## src/rtl/mem_arbiter.sv

```systemverilog
// Two-port memory arbiter: shares one memory request channel between an
// instruction-fetch port and a data load/store port. One transaction is in
// flight at a time, with a per-transaction timeout that aborts with err.
//
// state  | meaning
// IDLE   | no transaction in flight, arbitrating pending ports
// BUSY_I | fetch transaction presented on the memory channel
// BUSY_D | data transaction presented on the memory channel
module mem_arbiter #(
    parameter int PRIORITY_MODE = 0,
    parameter int TIMEOUT       = 16
) (
    input  logic        clk,
    input  logic        rst,
    input  logic        if_req,
    input  logic [31:0] if_addr,
    output logic [31:0] if_rdata,
    output logic        if_ready,
    input  logic        d_read_en,
    input  logic        d_write_en,
    input  logic [31:0] d_addr,
    input  logic [31:0] d_wdata,
    output logic [31:0] d_rdata,
    output logic        d_ready,
    output logic        err,
    output logic        mem_req,
    output logic        mem_we,
    output logic [31:0] mem_addr,
    output logic [31:0] mem_wdata,
    input  logic        mem_ack,
    input  logic [31:0] mem_rdata,
    output logic        stall
);

    typedef enum logic [1:0] {IDLE, BUSY_I, BUSY_D} state_t;

    localparam logic [7:0] TOUT_LAST = 8'(TIMEOUT - 1);

    state_t      r_state;
    state_t      w_state_nxt;
    logic        r_last_d;
    logic [7:0]  r_cnt;
    logic        r_if_ready;
    logic        r_d_ready;
    logic        r_err;
    logic [31:0] r_if_rdata;
    logic [31:0] r_d_rdata;
    logic        r_mem_req;
    logic        r_mem_we;
    logic [31:0] r_mem_addr;
    logic [31:0] r_mem_wdata;

    logic        w_pend_i;
    logic        w_pend_d;
    logic        w_grant_i;
    logic        w_grant_d;
    logic        w_ack;
    logic        w_tout;

    // A port whose ready pulse is showing this cycle is already served.
    assign w_pend_i = if_req & ~r_if_ready;
    assign w_pend_d = (d_read_en | d_write_en) & ~r_d_ready;

    // Next-state and grant/completion decisions
    always_comb begin
        w_state_nxt = r_state;
        w_grant_i   = 1'b0;
        w_grant_d   = 1'b0;
        w_ack       = 1'b0;
        w_tout      = 1'b0;
        case (r_state)
            IDLE: begin
                if (w_pend_i && w_pend_d) begin
                    if (PRIORITY_MODE == 0 || !r_last_d) w_grant_d = 1'b1;
                    else                                 w_grant_i = 1'b1;
                end else if (w_pend_d) begin
                    w_grant_d = 1'b1;
                end else if (w_pend_i) begin
                    w_grant_i = 1'b1;
                end
                if (w_grant_d)      w_state_nxt = BUSY_D;
                else if (w_grant_i) w_state_nxt = BUSY_I;
            end
            BUSY_I, BUSY_D: begin
                // An ack on the timeout edge is a normal completion.
                if (mem_ack) begin
                    w_ack       = 1'b1;
                    w_state_nxt = IDLE;
                end else if (r_cnt == TOUT_LAST) begin
                    w_tout      = 1'b1;
                    w_state_nxt = IDLE;
                end
            end
            default: w_state_nxt = IDLE;
        endcase
    end

    // State register
    always_ff @(posedge clk) begin
        if (!rst) r_state <= IDLE;
        else      r_state <= w_state_nxt;
    end

    // Memory channel, timeout counter and port response registers
    always_ff @(posedge clk) begin
        if (!rst) begin
            r_mem_req   <= 1'b0;
            r_mem_we    <= 1'b0;
            r_mem_addr  <= '0;
            r_mem_wdata <= '0;
            r_if_ready  <= 1'b0;
            r_d_ready   <= 1'b0;
            r_if_rdata  <= '0;
            r_d_rdata   <= '0;
            r_err       <= 1'b0;
            r_cnt       <= '0;
            r_last_d    <= 1'b0;
        end else begin
            r_if_ready <= 1'b0;
            r_d_ready  <= 1'b0;
            r_err      <= 1'b0;
            if (w_grant_i) begin
                r_mem_req  <= 1'b1;
                r_mem_we   <= 1'b0;
                r_mem_addr <= if_addr;
                r_last_d   <= 1'b0;
                r_cnt      <= '0;
            end
            if (w_grant_d) begin
                r_mem_req   <= 1'b1;
                r_mem_we    <= d_write_en;
                r_mem_addr  <= d_addr;
                r_mem_wdata <= d_wdata;
                r_last_d    <= 1'b1;
                r_cnt       <= '0;
            end
            if (r_state != IDLE && !w_ack && !w_tout) r_cnt <= r_cnt + 8'd1;
            if (w_ack || w_tout) begin
                r_mem_req <= 1'b0;
                r_mem_we  <= 1'b0;
                r_err     <= w_tout;
                if (r_state == BUSY_I) begin
                    r_if_ready <= 1'b1;
                    r_if_rdata <= w_ack ? mem_rdata : 32'd0;
                end else begin
                    r_d_ready <= 1'b1;
                    r_d_rdata <= (w_ack && !r_mem_we) ? mem_rdata : 32'd0;
                end
            end
        end
    end

    assign if_ready  = r_if_ready;
    assign d_ready   = r_d_ready;
    assign if_rdata  = r_if_rdata;
    assign d_rdata   = r_d_rdata;
    assign err       = r_err;
    assign mem_req   = r_mem_req;
    assign mem_we    = r_mem_we;
    assign mem_addr  = r_mem_addr;
    assign mem_wdata = r_mem_wdata;
    assign stall     = (if_req & ~r_if_ready) | ((d_read_en | d_write_en) & ~r_d_ready);

endmodule
```

## config.mk

```make
export PLATFORM = sky130hd
export DESIGN_NAME = mem_arbiter
export DESIGN_NICKNAME = d
export VERILOG_FILES = /design/src/rtl/mem_arbiter.sv
export SDC_FILE = /design/constraint.sdc
export NUM_CORES = 1
export LEC_CHECK = 0
export CORE_MARGIN = 8
export CORE_UTILIZATION = 44
export CTS_CLUSTER_SIZE = 8
export DETAILED_ROUTE_END_ITERATION = 12
export MAX_ROUTING_LAYER = met4
export PLACE_DENSITY = 0.88
export SYNTH_ARGS = -nofsm -noshare
export SYNTH_HDL_FRONTEND = slang
export SYNTH_SLANG_ARGS = --single-unit
export TNS_END_PERCENT = 10
```

## constraint.sdc

```tcl
create_clock -name clk -period 3.8 [get_ports clk]
set_clock_uncertainty 0.2 [all_clocks]
set_input_delay 0.38 -clock clk [delete_from_list [all_inputs] [get_ports clk]]
set_output_delay 0.38 -clock clk [all_outputs]
set_load 0.005 [all_outputs]
```

# [Word level (Yosys, flattened, before mapping)]
# Cells that the tools add are included.
[op_classes] addsub=1 eq_ne=5 muxes=32 n_bitwise=8 reduce_logical=18
[ops] op="$mux W32" count=4
[ops] op="$mux W8" count=3
[ops] op="$mux W1" count=20
[ops] op="$add A8 B1 Y8 const B" count=1
[ops] op="$eq A8 B4 Y1 const B" count=1
[ops] op="$mux W2" count=4
[ops] op="$reduce_and A2 Y1" count=4
[ops] op="$logic_and A1 B1 Y1" count=4
[ops] op="$not A1 Y1" count=4
[ops] op="$pmux W2 S2" count=1
[ops] op="$reduce_bool A2 Y1" count=2
[ops] op="$reduce_or A2 Y1" count=2
[ops] op="$logic_not A1 Y1" count=3
[ops] op="$ne A3 B1 Y1 const B" count=1
[ops] op="$ne A3 B3 Y1 const B" count=1
[ops] op="$reduce_bool A3 Y1" count=1
[ops] op="$and A1 B1 Y1" count=2
[ops] op="$eq A2 B1 Y1 const B" count=1
[ops] op="$eq A2 B2 Y1 const B" count=1
[ops] op="$logic_not A2 Y1" count=1
[ops] op="$or A1 B1 Y1" count=2
[ops] op="$logic_or A1 B1 Y1" count=1
[totals] ff_bits=143 inputBits=134 output_inout_bits=134 elab_cells=75

# [Longest topological paths before layout]
# Gate-level depths: netlist (run 1).
[logic_depth] ltp_word=10 depth_mapped=8 ltp_nobuf=6

# [Least setup slack after synthesis (run 1)]
# OpenSTA, ideal clock, no wires.
[synth_path] kind="reg-to-reg" startpoint="register r_state[0]" endpoint="register r_cnt[5]" setup_time_ns=0.070 t_arrival_ns=1.759 required_time_ns=3.530 setup_slack_ns=1.770 stages_incl_launch_ff=8 period_less_slack_ns=2.030 cell_sequence="dfxtp_1 -> inv_1 -> ha_1 -> inv_1 -> buf_2 -> o31ai_4 -> or4_1 -> a21oi_1"
[synth_via] elab_chain_len=7 word_cells_on_any_way=16 classes_between="eq/ne: 2; mux: 6; reduce/logical: 8"
[synth_rtl] element="start, declared" line="39" rtl="state_t r_state;"
[synth_rtl] element="start signal, assigned" line="101" rtl="else r_state <= w_state_nxt;"
[synth_rtl] element="$eq A2 B1 Y1 / $eq A2 B2 Y1 (equally long branches)" line="71" rtl="case (r_state)"
[synth_rtl] element="$reduce_or A2 Y1" line="71"
[synth_rtl] element="$mux W1" line="71"
[synth_rtl] element="$logic_not A1 Y1" line="137" rtl="if (r_state != IDLE && !w_ack && !w_tout) r_cnt <= r_cnt + 8'd1;"
[synth_rtl] element="$logic_and A1 B1 Y1 (2 in series)" line="137"
[synth_rtl] element="$reduce_bool A3 Y1 (no line) / $mux W8 (equally long branches)"
[synth_rtl] element="end signal, assigned" line="137"
[synth_rtl] element="end, declared" line="42" rtl="logic [7:0] r_cnt;"
# Several ways; a longest one is shown, not always the timed one.
# A chain may end at the register's enable or synchronous reset.

# [Final worst setup path (run 1)]
[layout_path] startpoint="input d_write_en" endpoint="output stall"
[layout_via] elab_chain_len=3
[layout_rtl] element="start, declared" line="20" rtl="input logic d_write_en,"
[layout_rtl] element="$or A1 B1 Y1" line="162" rtl="assign stall = (if_req & ~r_if_ready) | ((d_read_en | d_write_en) & ~r_d_ready);"
[layout_rtl] element="$and A1 B1 Y1" line="162"
[layout_rtl] element="$or A1 B1 Y1" line="162"
[layout_rtl] element="end, declared" line="32" rtl="output logic stall"
# No other way between the ends.

==> flow_summary_export.csv, run 1 <==
group,metric,value,unit
layout,final_layout_size_suffix_gt1_share,6.64,%
detailed_routing,wl_per_cell,20.0,um
logic_synthesis,synth_seq_cells,143,
detailed_routing,viasPerCell,5.58,
pwr,switchingPower,1570,uW
logic_synthesis,synth.most_common_cell,"a21oi_1",
floorplanning,initial_core_util,45.1,%
layout,fin_area,9110,um^2
pwr,p_int,3580,uW
clock_tree,clk_pin_slew,0.06,ns
detailed_routing,drtIter0Drc,444,
worst_setup_path,crit_path_end_kind,"primary output",
logic_synthesis,avgSynthCellArea,8.53,um^2
sta,relSlewSlack,43.3,%
floorplanning,fp-row-count,41,
clock_tree,root_buffer,"clkbuf_16",
sta,drv_slew,0,
sta,fin_crit_sh,71.9,%
place,portBuffers,267,
sta,timing.fmax,366,MHz
pwr,switching_share,30.5,%
logic_synthesis,ys_seq_area_share,50.3,%
sta,rsz0062_at_grt,"no",
clock_tree,ctsHoldBuffers,0,
worst_hold_path,hp-class,"flip-flop to flip-flop",
detailed_routing,first_pass_iters,5,
detailed_routing,totalWireLength,21.8,mm
detailed_routing,ant_nets,0,
logic_synthesis,synthTopCellsByCount,"165 x a21oi_1, 143 x dfxtp_1, 137 x nand2_1",
clock_tree,cts_num_sinks,143,
pwr,clkPwrFrac,34.6,%
sta,worst_slew_pin_slew,0.850,ns
global_routing,grt_pass1_vias,5907,
global_routing,grt-ovfl-total,0,
detailed_routing,drcViolationCount,0,
status,status,"completed",
run,maxCapViolCount,0,
clock_tree,cts_resized,0,
pwr,irDropWorstVdd,301,uV
worst_hold_path,min_from,"mem_addr[19]",
worst_setup_path,cp.arrival,2.15,ns
logic_synthesis,yosysTopAreaCellShare,50.3,%
sta,fin_setup_tns,0,ns
pwr,powerDensity,565,nW/um^2
clock_tree,cts_max_level,4,
clock_tree,postCtsSetupBuffers,0,
floorplanning,die_area,16800,um^2
layout,antenna_cells,0,
logic_synthesis,synth_area_leaders,"dfxtp_1 50%, a21oi_1 14%, nand2_1 9.0%",
worst_setup_path,crit_fanout,14,
logic_synthesis,synth_cell_types,44,
logic_synthesis,synth_edf_count,0,
logic_synthesis,yosysWarnings,0,
sta,setup_violations,0,
place,gp_congestion,0.877,
place,dp_cells,1059,
pwr,seqPwrFrac,35.2,%
logic_synthesis,synth_top_area_cell,"dfxtp_1",
worst_setup_path,worstPathRequired,3.22,ns
global_routing,grt_pass1_wl,32.4,mm
layout,nets,1043,
global_routing,antenna_found_initial,0,
logic_synthesis,syn_inst,668,
floorplanning,ioPinCount,268,
logic_synthesis,synthArstFlopShare,0,%
pwr,p_leak,0.00308,uW
layout,finalNonFillerCells,1091,
floorplanning,die_w,130,um
place,hpwl,15.2,mm
pwr,p_comb_share,30.2,%
logic_synthesis,syn_nets,805,
global_routing,grt_usage,25.6,%
worst_setup_path,crit_start,"d_write_en",
layout,syn2layout_area_growth,60.0,%
global_routing,grt_max_degree,69,
logic_synthesis,synth_ff_type,"dfxtp_1",
place,place_area,8480,um^2
clock_tree,numCtsBuffers,17,
logic_synthesis,syn_area,5700,um^2
layout,fill_cells,928,
floorplanning,core_area,12600,um^2
sta,holdWs,0.252,ns
sta,fin_crit,2.73,ns
clock_tree,clock_latency,0.42,ns
sta,hold_violations,0,
detailed_routing,vias,6088,
clock_tree,cts_buffer_depth,2,
worst_setup_path,r2r-start,"r_state[0]",
worst_setup_path,path_class,"primary input to primary output",
floorplanning,die_height,130,um
clock_tree,cts_tree,"yes",
worst_setup_path,crit_path_start_kind,"primary input",
-- layout make-up --
| type | count | area, um^2 | area share, % |
|---|---|---|---|
| tap | 172 | 215 | 2.36 |
| clock buffer | 22 | 474 | 5.20 |
| inverter | 10 | 40.0 | 0.439 |
| timing repair buffer | 281 | 2800 | 30.7 |
| clock inverter | 10 | 159 | 1.74 |
| multi-input combinational | 453 | 2560 | 28.1 |
| sequential | 143 | 2860 | 31.4 |
-- metal layers --
| metal | routed length [um] | share of wire [%] | track usage [%] | vias to the layer above |
|---|---|---|---|---|
| met1 | 8520 | 39 | 28.0 | 2835 |
| met3 | 2350 | 11 | 10.5 | 34 |
| met2 | 10300 | 47 | 41.4 | 314 |
| met4 | 577 | 2.6 | 9.08 | 0 |
| met5 | 0 | 0 | - | - |
| li1 | - | - | - | 2905 |
-- final timing paths --
check	endpoint	slack, ns	cells after the start
setup / recovery	stall	1.07	4
hold / removal	mem_addr[19]	0.25	2
setup reg to reg	d_rdata[31]	1.24	7
hold reg to reg	mem_addr[19]	0.25	2
-- cells in the final DEF (no fill, tap or decap), types with 5 or more instances in the layout --
master           synthesis  layout
a211oi_1                33      33
a21oi_1                165     163
buf_4                    0      12
clkbuf_16                0      17
clkdlybuf4s50_1          0     267
dfxtp_1                143     143
inv_1                    9       8
nand2_1                137     137
nand3_1                  5       5
o221ai_1                35      35
o31ai_1                 33      33
-- sequential cells by signal, indices dropped and copies added (netlist names) --
register,flops
mem_we,1
r_state,2
r_cnt,8
mem_req,1
if_ready,1
if_rdata,32
mem_wdata,32
err,1
d_ready,1
d_rdata,32
mem_addr,32
-- cells by family (layout without fill, tap and decap cells) --
family,after synthesis,in the layout,synth area share [%]
AO/OA/AOI/OAI,281,281,31.2
AND/OR/NAND/NOR,168,168,12.4
flip-flops,143,143,50.3
buffers and inverters,72,323,5.25
adder cells (fa/ha/maj),3,3,0.659
multiplexers,1,1,0.176
-- worst max-delay path: stages --
cell and delay (ns):
clkdlybuf4s50_1 0.46, o21bai_2 0.60, nand2_1 0.21, clkdlybuf4s50_1 0.50
-- per-stage QoR --
step	util, %	setup slack [ns]	power [uW]
final	72.2	1.07	5150
after detailed placement	67.2	1.00	3380
after CTS	72.2	1.09	5170
after global placement	67.2	1.14	3340
after global routing	72.2	1.02	5390
after floorplan	-	1.77	2610
-- power groups by stage --
stage	Sequential, uW	Clock [uW]	Combinational (uW)
floorplan	1850	0	761
global placement	1830	0	1510
detailed placement	1840	0	1540
CTS	1810	1810	1560
global route	1830	1870	1690
finish	1810	1780	1560
Note: power is estimated with default switching activity, not from simulation.
==> inputs of run 2 (changes only) <==
Settings changed: CORE_UTILIZATION 44 to 37, PLACE_DENSITY 0.88 to 0.79.
Clock period 3.8 ns to 2.5 ns, I/O delays scaled along.
==> run 2 against run 1 <==
  * Critical path depth increased by 2
  * Power is 51% higher
  * Global-route usage down 4.3 points
  * Utilization is 11 points lower
  * Flip-flop and latch count unchanged
  * Worst setup slack worse by 0.70 ns
  * Combinational power increased by 56%
  * Highest routed layer unchanged
==> flow_summary_export.csv, run 2 (same netlist as run 1, synthesis figures left out) <==
group,metric,value,unit
place,portBuffers,267,
layout,finalNonFillerCells,1114,
layout,syn2layout_area_growth,62.4,%
global_routing,grt_max_degree,65,
pwr,irDropWorstVdd,566,uV
global_routing,grt_usage,21.3,%
sta,setup_violations,0,
clock_tree,cts_max_level,4,
detailed_routing,ant_nets,0,
clock_tree,numCtsBuffers,17,
run,maxCapViolCount,0,
worst_setup_path,r2r-start,"r_state[0]",
sta,holdWs,0.177,ns
worst_setup_path,reg2reg_depth,6,
worst_hold_path,worstHoldPathCells,3,
layout,antenna_cells,0,
place,dp_cells,1082,
worst_setup_path,crit_fanout,6,
clock_tree,cts_num_sinks,143,
worst_hold_path,hp-class,"primary input to flip-flop",
global_routing,antenna_found_initial,0,
detailed_routing,wl_per_cell,18.6,um
worst_setup_path,worstPathRequired,2.64,ns
place,place_area,8640,um^2
layout,multiInputGateArea,2570,um^2
clock_tree,cts_tree,"yes",
floorplanning,die_w,140,um
layout,final_common_cell,"clkdlybuf4s50_1",
worst_setup_path,cp.arrival,2.27,ns
clock_tree,cts_resized,0,
floorplanning,core_area,15100,um^2
layout,final_layout_size_suffix_gt1_share,7.56,%
floorplanning,die_height,140,um
floorplanning,fp-row-count,45,
worst_setup_path,rrSetupSlack,0.37,ns
layout,fin_area,9250,um^2
worst_hold_path,min_to,"mem_wdata[7]",
pwr,finalPower,7790,uW
worst_setup_path,crit_path_start_kind,"flip-flop",
worst_hold_path,min_from,"d_wdata[7]",
clock_tree,clock_latency,0.41,ns
clock_tree,root_buffer,"clkbuf_16",
sta,timing.fmax,469,MHz
detailed_routing,drcViolationCount,0,
sta,worst_slew_pin_slew,0.440,ns
sta,fin_crit_sh,85.3,%
floorplanning,ioPinCount,268,
clock_tree,clk_pin_slew,0.06,ns
detailed_routing,drtIter0Drc,323,
worst_setup_path,path_class,"flip-flop to flip-flop",
floorplanning,die_area,19600,um^2
global_routing,grt-ovfl-total,0,
layout,nets,1050,
detailed_routing,vias,6005,
sta,hold_violations,0,
clock_tree,ctsHoldBuffers,0,
global_routing,grt_pass1_wl,32.5,mm
detailed_routing,viasPerCell,5.39,
layout,fill_cells,1327,
worst_setup_path,timing.rr.end,"r_cnt[5]",
layout,area.sequential,2860,um^2
clock_tree,cts_buffer_depth,2,
place,gp_congestion,0.818,
layout,mostFrequentLayoutCells,"267 x clkdlybuf4s50_1, 163 x a21oi_1, 143 x dfxtp_1, 137 x nand2_1, 35 x o221ai_1",
place,hpwl,14.9,mm
sta,fin_crit,2.13,ns
detailed_routing,totalWireLength,20.7,mm
detailed_routing,first_pass_iters,5,
sta,drv_slew,0,
global_routing,grt_pass1_vias,5844,
status,status,"completed",
worst_setup_path,crit_path_end_kind,"flip-flop",
pwr,powerDensity,842,nW/um^2
floorplanning,initial_core_util,37.6,%
clock_tree,postCtsSetupBuffers,0,
sta,relSlewSlack,70.2,%
pwr,p_leak,0.00313,uW
sta,fin_setup_tns,0,ns
sta,rsz0062_at_grt,"no",
==> run 2: changes by cell type in the layout (fill, tap and decap cells not counted), sizes merged <==
cell and delta:
bufinv -1, clkinvlp -1, clkbuf -3, inv +1, buf +7, clkinv +4
==> run 2: routing by layer <==
metal  vias to the layer above  part of all wire (%)  GRT usage [%]
met5                         -                     0              -
met4                         0                  0.88           4.86
met3                        13                   9.7           8.53
met2                       240                    47           34.6
met1                      2829                    42           24.4
li1                       2923                     -              -
==> run 2: final cells by class <==
cell class / count / share of cell area (%)
timing repair buffer: 288 / 31.7
sequential: 143 / 30.9
multi-input combinational: 453 / 27.8
clock buffer: 19 / 4.90
tap: 188 / 2.54
clock inverter: 13 / 1.74
inverter: 10 / 0.433
==> run 2: critical path, cell delays in order, from the launching register on <==
cell and delay, ns:
dfxtp_1 0.36, inv_1 0.05, ha_1 0.35, a21oi_2 0.29
o31ai_4 0.15, or4_1 0.52, a21oi_1 0.14
==> run 2: how the worst max path moves through the flow <==
stage | start | end | slack [ns] | cells after the start
floorplan | r_state[0] | r_cnt[5] | 0.47 | 7
global placement | mem_ack | r_cnt[7] | 0.29 | 5
detailed placement | mem_ack | r_cnt[7] | 0.27 | 5
CTS | r_state[0] | r_cnt[7] | 0.36 | 6
global route | r_state[1] | if_rdata[30] | 0.23 | 7
finish | r_state[0] | r_cnt[5] | 0.37 | 6
==> run 2: per-stage QoR <==
stage	util [%]	setup slack [ns]
after detailed placement	57.0	0.275
after global routing	61.1	0.233
after floorplan	-	0.470
after CTS	61.1	0.359
final	61.1	0.368
after global placement	57.0	0.293
==> run 2: report_power, final <==
| group | internal, uW | switching [uW] |
|---|---|---|
| clock network | 1620 | 977 |
| logic | 1190 | 1260 |
| registers | 2590 | 158 |
==> inputs of run 3 (changes only) <==
Settings changed: CORE_ASPECT_RATIO set to 0.5, CTS_CLUSTER_DIAMETER set to 150.
==> run 3 against run 2 <==
  * Via count decreased by 0.52%
  * Clock power shrank 5%
  * Sequential power about the same
  * Non-clock buffer count is the same
  * Final cell count up 1.4%
  * Largest cell class unchanged
  * Count of clock-buffer cells in the layout decreased by 2
  * Worst hold slack improved by 0.0041 ns
  * Critical endpoint is now d_rdata[17]
  * Sequential share of layout area rose by 0.084 points
==> flow_summary_export.csv, run 3 (same netlist as run 1, synthesis figures left out) <==
group,metric,value,unit
status,status,"completed",
floorplanning,ioPinCount,268,
detailed_routing,drtIter0Drc,302,
clock_tree,cts_max_level,4,
worst_hold_path,worstHoldPathCells,3,
place,hpwl,14.4,mm
sta,fin_setup_tns,0,ns
global_routing,grt_usage,19.6,%
clock_tree,postCtsSetupBuffers,0,
place,portBuffers,267,
sta,drv_slew,0,
clock_tree,ctsHoldBuffers,0,
layout,antenna_cells,0,
layout,nets,1050,
clock_tree,root_buffer,"clkbuf_16",
worst_setup_path,reg2reg_depth,5,
worst_hold_path,hp-class,"primary input to flip-flop",
worst_setup_path,worstPathRequired,2.58,ns
clock_tree,numCtsBuffers,17,
global_routing,antenna_found_initial,0,
pwr,irDropWorstVdd,562,uV
detailed_routing,wl_per_cell,17.4,um
layout,fill_cells,1299,
global_routing,grt-ovfl-total,0,
pwr,powerDensity,829,nW/um^2
floorplanning,fp-row-count,32,
detailed_routing,ant_nets,0,
global_routing,grt_max_degree,65,
worst_setup_path,cp.arrival,2.29,ns
sta,fin_crit_sh,88.5,%
sta,worst_slack,0.287,ns
global_routing,grt_pass1_wl,31.3,mm
pwr,finalPower,7640,uW
clock_tree,cts_buffer_depth,2,
detailed_routing,drcViolationCount,0,
worst_hold_path,min_from,"d_wdata[19]",
sta,timing.fmax,452,MHz
clock_tree,clk_pin_slew,0.07,ns
worst_setup_path,crit_fanout,25,
layout,final_layout_size_suffix_gt1_share,7.56,%
place,gp_congestion,0.794,
floorplanning,die_w,191,um
worst_hold_path,min_to,"mem_wdata[19]",
sta,relSlewSlack,53.5,%
detailed_routing,viasPerCell,5.29,
place,dp_slack,0.0925,ns
worst_setup_path,rrSetupSlack,0.29,ns
sta,rsz0062_at_grt,"no",
floorplanning,die_height,104,um
worst_setup_path,crit_path_start_kind,"flip-flop",
run,maxCapViolCount,0,
sta,worst_slew_pin_slew,0.692,ns
floorplanning,core_area,15200,um^2
layout,mostFrequentLayoutCells,"267 x clkdlybuf4s50_1, 163 x a21oi_1, 143 x dfxtp_1, 137 x nand2_1, 35 x o221ai_1",
worst_setup_path,path_class,"flip-flop to flip-flop",
sta,fin_crit,2.21,ns
global_routing,grt_pass1_vias,5939,
worst_setup_path,timing.rr.end,"d_rdata[17]",
clock_tree,cts_num_sinks,143,
floorplanning,die_area,19900,um^2
pwr,p_leak,0.00310,uW
layout,final_common_cell,"clkdlybuf4s50_1",
layout,syn2layout_area_growth,62.0,%
clock_tree,cts_tree,"yes",
sta,setup_violations,0,
detailed_routing,vias,5974,
worst_setup_path,crit_path_end_kind,"flip-flop",
floorplanning,initial_core_util,37.4,%
detailed_routing,totalWireLength,19.6,mm
worst_setup_path,r2r-start,"r_cnt[7]",
sta,hold_violations,0,
detailed_routing,first_pass_iters,4,
clock_tree,clock_latency,0.40,ns
run 3: changes by cell type in the layout (fill, tap and decap cells not counted):
cell / before / now
clkinv_2: 4 / 1
clkinvlp_4: 1 / 4
bufinv_16: 3 / 1
clkbuf_8: 2 / 0
inv_6: 1 / 3
inv_8: 0 / 2
buf_12: 8 / 7
buf_4: 13 / 14
clkinv_4: 4 / 3
clkinv_8: 0 / 1
run 3: final cells by class:
class | count | area (um^2) | share of cell area, %
clock inverters | 15 | 156 | 1.70
well taps | 204 | 255 | 2.77
clock buffers | 17 | 425 | 4.61
flip-flops and latches | 143 | 2860 | 31.0
multi-input cells | 453 | 2570 | 27.8
inverters | 10 | 40.0 | 0.434
repair buffers | 288 | 2920 | 31.6
run 3: metal layers:
metal / vias to the layer above / global-route usage (%) / share of wire (%)
met5: - / - / 0
met4: 0 / 6.89 / 2.4
met3: 33 / 5.05 / 5.8
met2: 181 / 34.1 / 51
met1: 2831 / 21.5 / 40
li1: 2929 / - / -
run 3: how the worst max path moves through the flow:
stage               start           end  slack, ns  cells past startpoint
3_5_place_dp     r_cnt[0]   d_rdata[17]       0.09                      6
5_1_grt          r_cnt[4]  if_rdata[18]       0.09                      5
4_1_cts          r_cnt[0]   d_rdata[17]       0.11                      6
6_report         r_cnt[7]   d_rdata[17]       0.29                      5
3_3_place_gp     r_cnt[0]  if_rdata[20]       0.22                      6
2_1_floorplan  r_state[0]      r_cnt[5]       0.47                      7
run 3: what timing repair did:
item                                    in CTS  in global routing
gates resized for setup                      0                  1
endpoints found under the setup margin       0                 31
endpoints found under the hold margin        0                  0
run 3: stage by stage:
stage | instance area, um^2 | hold WS, ns | utilization, % | instances
floorplan | 5700 | 0.129 | - | 668
global placement | 8640 | 0.238 | 56.8 | 1098
detailed placement | 8640 | 0.244 | 56.8 | 1098
CTS | 9220 | 0.162 | 60.6 | 1130
global route | 9230 | 0.178 | 60.6 | 1130
finish | 9230 | 0.182 | 60.6 | 1130
run 3: worst max-delay path, stage by stage (launching register included):
cell,delay (ns)
dfxtp_1,0.35
nor4_1,0.64
a21oi_4,0.28
nor2_2,0.16
buf_4,0.31
a211oi_1,0.14
run 3: power by group:
group / leakage (uW) / switching (uW) / total (uW) / internal [uW]
Sequential: 0.00117 / 159 / 2750 / 2590
Clock: 0.000273 / 1060 / 2470 / 1400
Combinational: 0.00166 / 1250 / 2430 / 1190
